$ cat src/rtl/mem_access_unit.sv
// MEM-stage load/store controller: word-wide DataMemory access with sub-word
// load extraction and a two-cycle read-modify-write for sub-word stores.
module mem_access_unit #(
    parameter int ADDR_W = 32
) (
    input  logic              Clk,
    input  logic              Reset,
    input  logic [ADDR_W-1:0] Address,
    input  logic [31:0]       WriteData,
    input  logic              MemWrite,
    input  logic              MemRead,
    input  logic [1:0]        Size,
    input  logic              SignExt,
    output logic [ADDR_W-1:0] MemAddress,
    output logic [31:0]       MemWriteData,
    output logic              MemWriteEn,
    output logic              MemReadEn,
    input  logic [31:0]       MemReadData,
    output logic [31:0]       LoadData,
    output logic              Stall,
    output logic              AlignErr
);

    typedef enum logic {
        IDLE  = 1'b0,
        MERGE = 1'b1
    } state_t;

    state_t      state_q, state_d;
    logic [31:0] merge_q, merge_d;

    logic        is_store, is_load, is_half, is_byte, is_sub, misalign;
    logic [3:0]  lane_sel;
    logic [31:0] merged_word;
    logic [7:0]  byte_lane;
    logic [15:0] half_lane;
    logic [31:0] sub_ext;

    assign is_store = MemWrite;
    assign is_load  = MemRead & ~MemWrite;
    assign is_half  = (Size == 2'b01);
    assign is_byte  = (Size == 2'b10);
    assign is_sub   = is_half | is_byte;

    // Reserved size 11 falls into the word alignment rule.
    assign misalign = (is_store | is_load) &
                      ((~is_sub & (|Address[1:0])) | (is_half & Address[0]));

    assign MemAddress = {Address[ADDR_W-1:2], 2'b00};

    genvar gi;
    generate
        for (gi = 0; gi < 4; gi++) begin : g_lane
            localparam logic [1:0] LANE = 2'(gi);
            logic [7:0] wr_byte;
            assign lane_sel[gi] = is_byte ? (Address[1:0] == LANE) : (Address[1] == LANE[1]);
            // Odd lanes of a halfword take the upper store byte.
            assign wr_byte = (is_half && LANE[0]) ? WriteData[15:8] : WriteData[7:0];
            assign merged_word[8*gi +: 8] = lane_sel[gi] ? wr_byte : MemReadData[8*gi +: 8];
        end
    endgenerate

    assign byte_lane = MemReadData[{Address[1:0], 3'b000} +: 8];
    assign half_lane = Address[1] ? MemReadData[31:16] : MemReadData[15:0];
    assign sub_ext   = is_byte ? {{24{SignExt & byte_lane[7]}}, byte_lane}
                               : {{16{SignExt & half_lane[15]}}, half_lane};

    always_comb begin
        state_d      = state_q;
        merge_d      = merge_q;
        MemWriteEn   = 1'b0;
        MemReadEn    = 1'b0;
        MemWriteData = WriteData;
        LoadData     = '0;
        Stall        = 1'b0;
        AlignErr     = 1'b0;
        if (!Reset) begin
            case (state_q)
                IDLE: begin
                    if (misalign) begin
                        AlignErr = 1'b1;
                    end else if (is_store) begin
                        if (is_sub) begin
                            MemReadEn = 1'b1;
                            Stall     = 1'b1;
                            merge_d   = merged_word;
                            state_d   = MERGE;
                        end else begin
                            MemWriteEn = 1'b1;
                        end
                    end else if (is_load) begin
                        MemReadEn = 1'b1;
                        LoadData  = is_sub ? sub_ext : MemReadData;
                    end
                end
                MERGE: begin
                    MemWriteEn   = 1'b1;
                    MemWriteData = merge_q;
                    state_d      = IDLE;
                end
            endcase
        end
    end

    always_ff @(posedge Clk or posedge Reset) begin
        if (Reset) begin
            state_q <= IDLE;
            merge_q <= '0;
        end else begin
            state_q <= state_d;
            merge_q <= merge_d;
        end
    end

endmodule

$ cat config.mk
export PLATFORM = sky130hd
export DESIGN_NAME = mem_access_unit
export DESIGN_NICKNAME = d
export VERILOG_FILES = /design/src/rtl/mem_access_unit.sv
export SDC_FILE = /design/constraint.sdc
export NUM_CORES = 1
export LEC_CHECK = 0
export ABC_AREA = 0
export BUFFER_PORTS_ARGS = -buffer_cell sky130_fd_sc_hd__buf_2
export CAP_MARGIN = 20
export CORE_MARGIN = 5
export CORE_UTILIZATION = 39
export CTS_CLUSTER_SIZE = 12
export DETAILED_ROUTE_END_ITERATION = 7
export PLACE_DENSITY = 0.8
export SETUP_SLACK_MARGIN = 0.5
export SKIP_CTS_REPAIR_TIMING = 1
export SLEW_MARGIN = 30
export SYNTH_ARGS = -nofsm -noshare
export SYNTH_HDL_FRONTEND = slang
export SYNTH_SLANG_ARGS = --single-unit
$ cat constraint.sdc
create_clock -name Clk -period 1.3 [get_ports Clk]
set_input_delay 0 -clock Clk [delete_from_list [all_inputs] [get_ports Clk]]
set_output_delay 0 -clock Clk [all_outputs]
set_load 0.01 [all_outputs]
=== After elaboration in Yosys (flattened, before gate mapping) ===
Cells that the tools add are included.

* Register bits: 33
* Bits of input ports: 103

* Equality and inequality tests: 5
* Shift-type cells: 1
* Multiplexer cells: 38
* Bitwise gates (word level): 15
* Reduce and logical (&&, ||, !) cells: 3

{| class="wikitable"
|+ Operator list
! operator !! count
|-
| 32-bit 2-to-1 mux || 9
|-
| 8-bit 2-to-1 mux || 5
|-
| 32-bit by 6-bit indexed part select with 8-bit output || 1
|-
| 1-bit 2-to-1 mux || 21
|-
| 16-bit 2-to-1 mux || 1
|-
| 1-bit bitwise AND || 6
|-
| 2-bit equality test (second input constant) || 3
|-
| 1-bit NOT || 6
|-
| 5-bit AND reduction || 1
|-
| 2-bit by 1-bit equality test with 1-bit output (second input constant) || 2
|-
| 1-bit case mux with 2 select lines || 2
|-
| 1-bit bitwise OR || 3
|-
| 2-bit logical NOT || 1
|-
| 2-bit OR reduction || 1
|}

=== Logic depth before layout (Yosys ltp) ===
* Depth after elaboration: 9
* Depth in mapped cells: 9
* Mapped depth without buffers: 6

=== Worst setup path before layout ===
No wires, ideal clock.

* Path kind: input to output
* From: input Size[0]
* To: output LoadData[10]
* Arrival time: 1.378 ns
* Data required time: 1.300 ns
* Slack: -0.078 ns
* Stages on the path: 7
* Path through: inv_1 > ha_1 > buf_2 > o21ai_0 > nand4_1 > a311o_2 > o2bb2ai_1

* Longest elaborated chain between the ends: 9
* Elaborated cells on any way between the ends: 15

{| class="wikitable"
|+ Ends and longest elaborated chain
! item !! RTL line !! RTL
|-
| start, declared || 12 || <nowiki>input logic [1:0] Size,</nowiki>
|-
| 2-bit by 1-bit equality test with 1-bit output / 2-bit equality test (equally long branches) || 41, 42 ||
|-
| 1-bit bitwise OR || 43 || <nowiki>assign is_sub = is_half | is_byte;</nowiki>
|-
| 1-bit NOT || 47 || <nowiki>((~is_sub & (|Address[1:0])) | (is_half & Address[0]));</nowiki>
|-
| 1-bit bitwise AND || 47 ||
|-
| 1-bit bitwise OR || 47 ||
|-
| 1-bit bitwise AND || 46 || <nowiki>assign misalign = (is_store | is_load) &</nowiki>
|-
| 32-bit 2-to-1 mux (*) || 80 || <nowiki>if (misalign) begin</nowiki>
|-
| 32-bit 2-to-1 mux (*) || 78 || <nowiki>case (state_q)</nowiki>
|-
| 32-bit 2-to-1 mux (*) || 77 || <nowiki>if (!Reset) begin</nowiki>
|-
| end, declared || 19 || <nowiki>output logic [31:0] LoadData,</nowiki>
|}

Every way passes the cells marked *; elsewhere a longest branch is shown, timed or not.

=== Worst setup path in the final report ===
* From: register state_q
* To: output LoadData[15]

* Longest elaborated chain between the ends: 2

{| class="wikitable"
|+ Ends and longest elaborated chain
! item !! RTL line !! RTL
|-
| start, declared || 29 || <nowiki>state_t state_q, state_d;</nowiki>
|-
| start signal, assigned || 110 || <nowiki>state_q <= state_d;</nowiki>
|-
| 32-bit 2-to-1 mux || 78 ||
|-
| 32-bit 2-to-1 mux || 77 ||
|}

Every way passes these cells.

==> results.cfg <==
[outcome]
violations = negative hold slack, negative setup slack
status = finished with violations

[yosys]
yosysUniqueCellTypes = 43
synthSimpleGateAreaFrac_pct = 29.7
synthFlopType = dfrtp_1
synth-xor-area-share_pct = 0
avgSynthCellArea_um2 = 7.53
muxShareOfSynthArea_pct = 16.7
yosys.area_share.adder_pct = 0.783
ys_seq_area_share_pct = 25.9
synth_largest_area_cell = dfrtp_1
synthTopCellsByArea = dfrtp_1, nand2_1, mux2i_1
synth_cells = 424
ys_ff_latch = 33
synth_top_area_share_pct = 25.9
synth_compound_area_share_pct = 13.6
syn-cell-area_um2 = 3190
yosysWarnings = 0
synth_edf_count = 0
synth_top_family_by_area = simple AND/OR/NAND/NOR gates
synthArstFlopShare_pct = 100

[setup_path]
worst-setup-path-type = register to output pin
cpPeakStageDelay_ps = 460
r2r_cells = 7
path_buf_inv = 1
path_cells = nor2_2 -> nand4_1 -> a311o_2 -> o22ai_2 -> buf_2
cp-end-kind = output pin
critPathMaxFanout = 8
worstPathRequired_ps = 1300
worst-path-stages = 5
cpLargestDelayFamily = compound AO/OA/AOI/OAI gates
cp.arrival_ps = 1820
cp_slowest_cell = a311o_2
worst_setup_path_start_kind = register

[timing]
setup_viol = 100
period_minus_slack_ps = 1820
slew_violations = 0
fin_crit_sh_pct = 140
finalSetupTns_ps = -37520
finalWorstSetupSlack_ps = -519
holdWs_ps = -11.7
fin_skew_ps = 10.8
rsz0062_at_grt = yes
finalHoldViolations = 7
max_freq_mhz = 550

[placed_design]
pre_cts_ws_ps = -226
portBuffers = 140
dp.cells = 633
hpwl_mm = 8.90
gp_congestion = 0.861

[routing]
drtPass1Iterations = 5
wirelength_mm = 13.6
avgViaCountPerCell = 5.71
drc = 0
wl_per_cell_um = 20.7
via_count = 3753
wl_met2_mm = 6.48
met3_length_mm = 1.40
wl_met1_mm = 4.98
drtIter0Drc = 292
drtAntennaViolNets = 0
dr.max_layer_used = met4

[floorplan]
core_um2 = 8090
die_h_um = 101
initial_core_util_pct = 39.5
rows = 33
io_pins = 203
dieArea_um2 = 10100
dieWidth_um = 101

[global_route]
grt_max_degree = 67
grt_pass1_vias = 3354
grt_use_total_pct = 21.5
grt_pass1_wl_mm = 17.2
grt_antenna_before_repair = 0
grt-ovfl-total = 0

[cells_and_area]
drive_above_1_share_pct = 59.4
n_antenna_cell = 0
syn2layout_area_growth_pct = 54.1
final_net_count = 657
final_common_cell = buf_2
layout.cells.non_filler = 657
final_cell_mix = buf_2, nand2_1, mux2i_1

[clock_tree]
clk_path_buf_depth = 2
clockRootBuffer = clkbuf_8
cts_buffers = 5
clock_latency_ps = 300
cts_tree = done
cts.clk_slew.worst_paths_ps = 80
htreeDepth = 2
numClockSinks = 33

[worst_hold_path]
hold_path.class = input pin to asynchronous set/reset pin

[power]
cellPowerDensity_nw_per_um2 = 896
p_leak_nw = 2.48
totalPowerFinal_w = 0.00441
peakVddDrop_mv = 0.378

[run]
drv_cap = 0
## cells in the mapped netlist, types with 2 or more instances
library cell,number
a221oi_1,6
dfrtp_1,33
nor3_1,12
inv_1,4
nor3_2,10
mux2_2,9
mux2i_1,39
mux2_4,2
buf_1,2
nor2_1,15
buf_2,9
o2bb2ai_1,6
o21ai_0,34
nor2b_1,19
ha_1,2
buf_4,34
a21oi_1,9
o22ai_2,2
nand2_1,139
clkbuf_1,13
buf_6,3
## flip-flops by register name, indices dropped and copies added (netlist names)
| name | flops |
|---|---|
| merge_q | 32 |
| state_q | 1 |
## worst register-to-register path, cell delays in order (launching register included)
cell and delay, ps:
dfrtp_1 410, nor2_2 180, buf_4 130, nand4b_1 250
clkbuf_16 270, clkbuf_16 180, nand2_2 80, o21ai_2 60
## layer usage
metal / vias up / track usage [%]
li1: 1658 / -
met2: 271 / 34.8
met3: 74 / 4.50
met5: - / 0
met1: 1750 / 28.1
met4: 0 / 8.08
## power by group
| part | internal [W] | switching [W] | leakage (nW) |
|---|---|---|---|
| registers | 0.00131 | 0.000313 | 0.414 |
| clock network | 0.000420 | 0.000388 | 0.0443 |
| logic | 0.000943 | 0.00104 | 2.02 |
| total | 0.00267 | 0.00174 | 2.48 |
## stage by stage
step	util (%)	instance area (µm²)
CTS	51.7	4180
floorplan	-	3480
finish	60.8	4920
global placement	50.6	4100
detailed placement	50.6	4100
global route	60.8	4920
## kinds of logic (layout without fill, tap and decap cells)
family | Yosys count | in the layout
AO/OA/AOI/OAI | 65 | 65
AND/OR/NAND/NOR | 205 | 205
other | 1 | 2
buffers and inverters | 67 | 194
flip-flops | 33 | 33
adder cells (fa/ha/maj) | 2 | 2
multiplexers | 51 | 51
## layout make-up
| cell class | count | area [µm²] |
|---|---|---|
| fill | 665 | 3170 |
| multi-input combinational | 325 | 2510 |
| timing repair buffer | 183 | 1350 |
| sequential | 33 | 826 |
| tap | 105 | 131 |
| clock buffer | 7 | 86.3 |
| inverter | 4 | 23.8 |
## final timing paths
check	from	to	slack (ps)
min in group Clk	Address[20]	MemAddress[20]	0
max in group asynchronous	Reset	merge_q[6]$_DFFE_PP0P_	980
hold reg to reg	merge_q[4]$_DFFE_PP0P_	merge_q[4]$_DFFE_PP0P_	500
setup / recovery	state_q$_DFFE_PP0N_	LoadData[15]	-520
setup reg to reg	state_q$_DFFE_PP0N_	merge_q[29]$_DFFE_PP0P_	-390
hold / removal	Reset	state_q$_DFFE_PP0N_	-10
(Power assumes the default switching activity.)
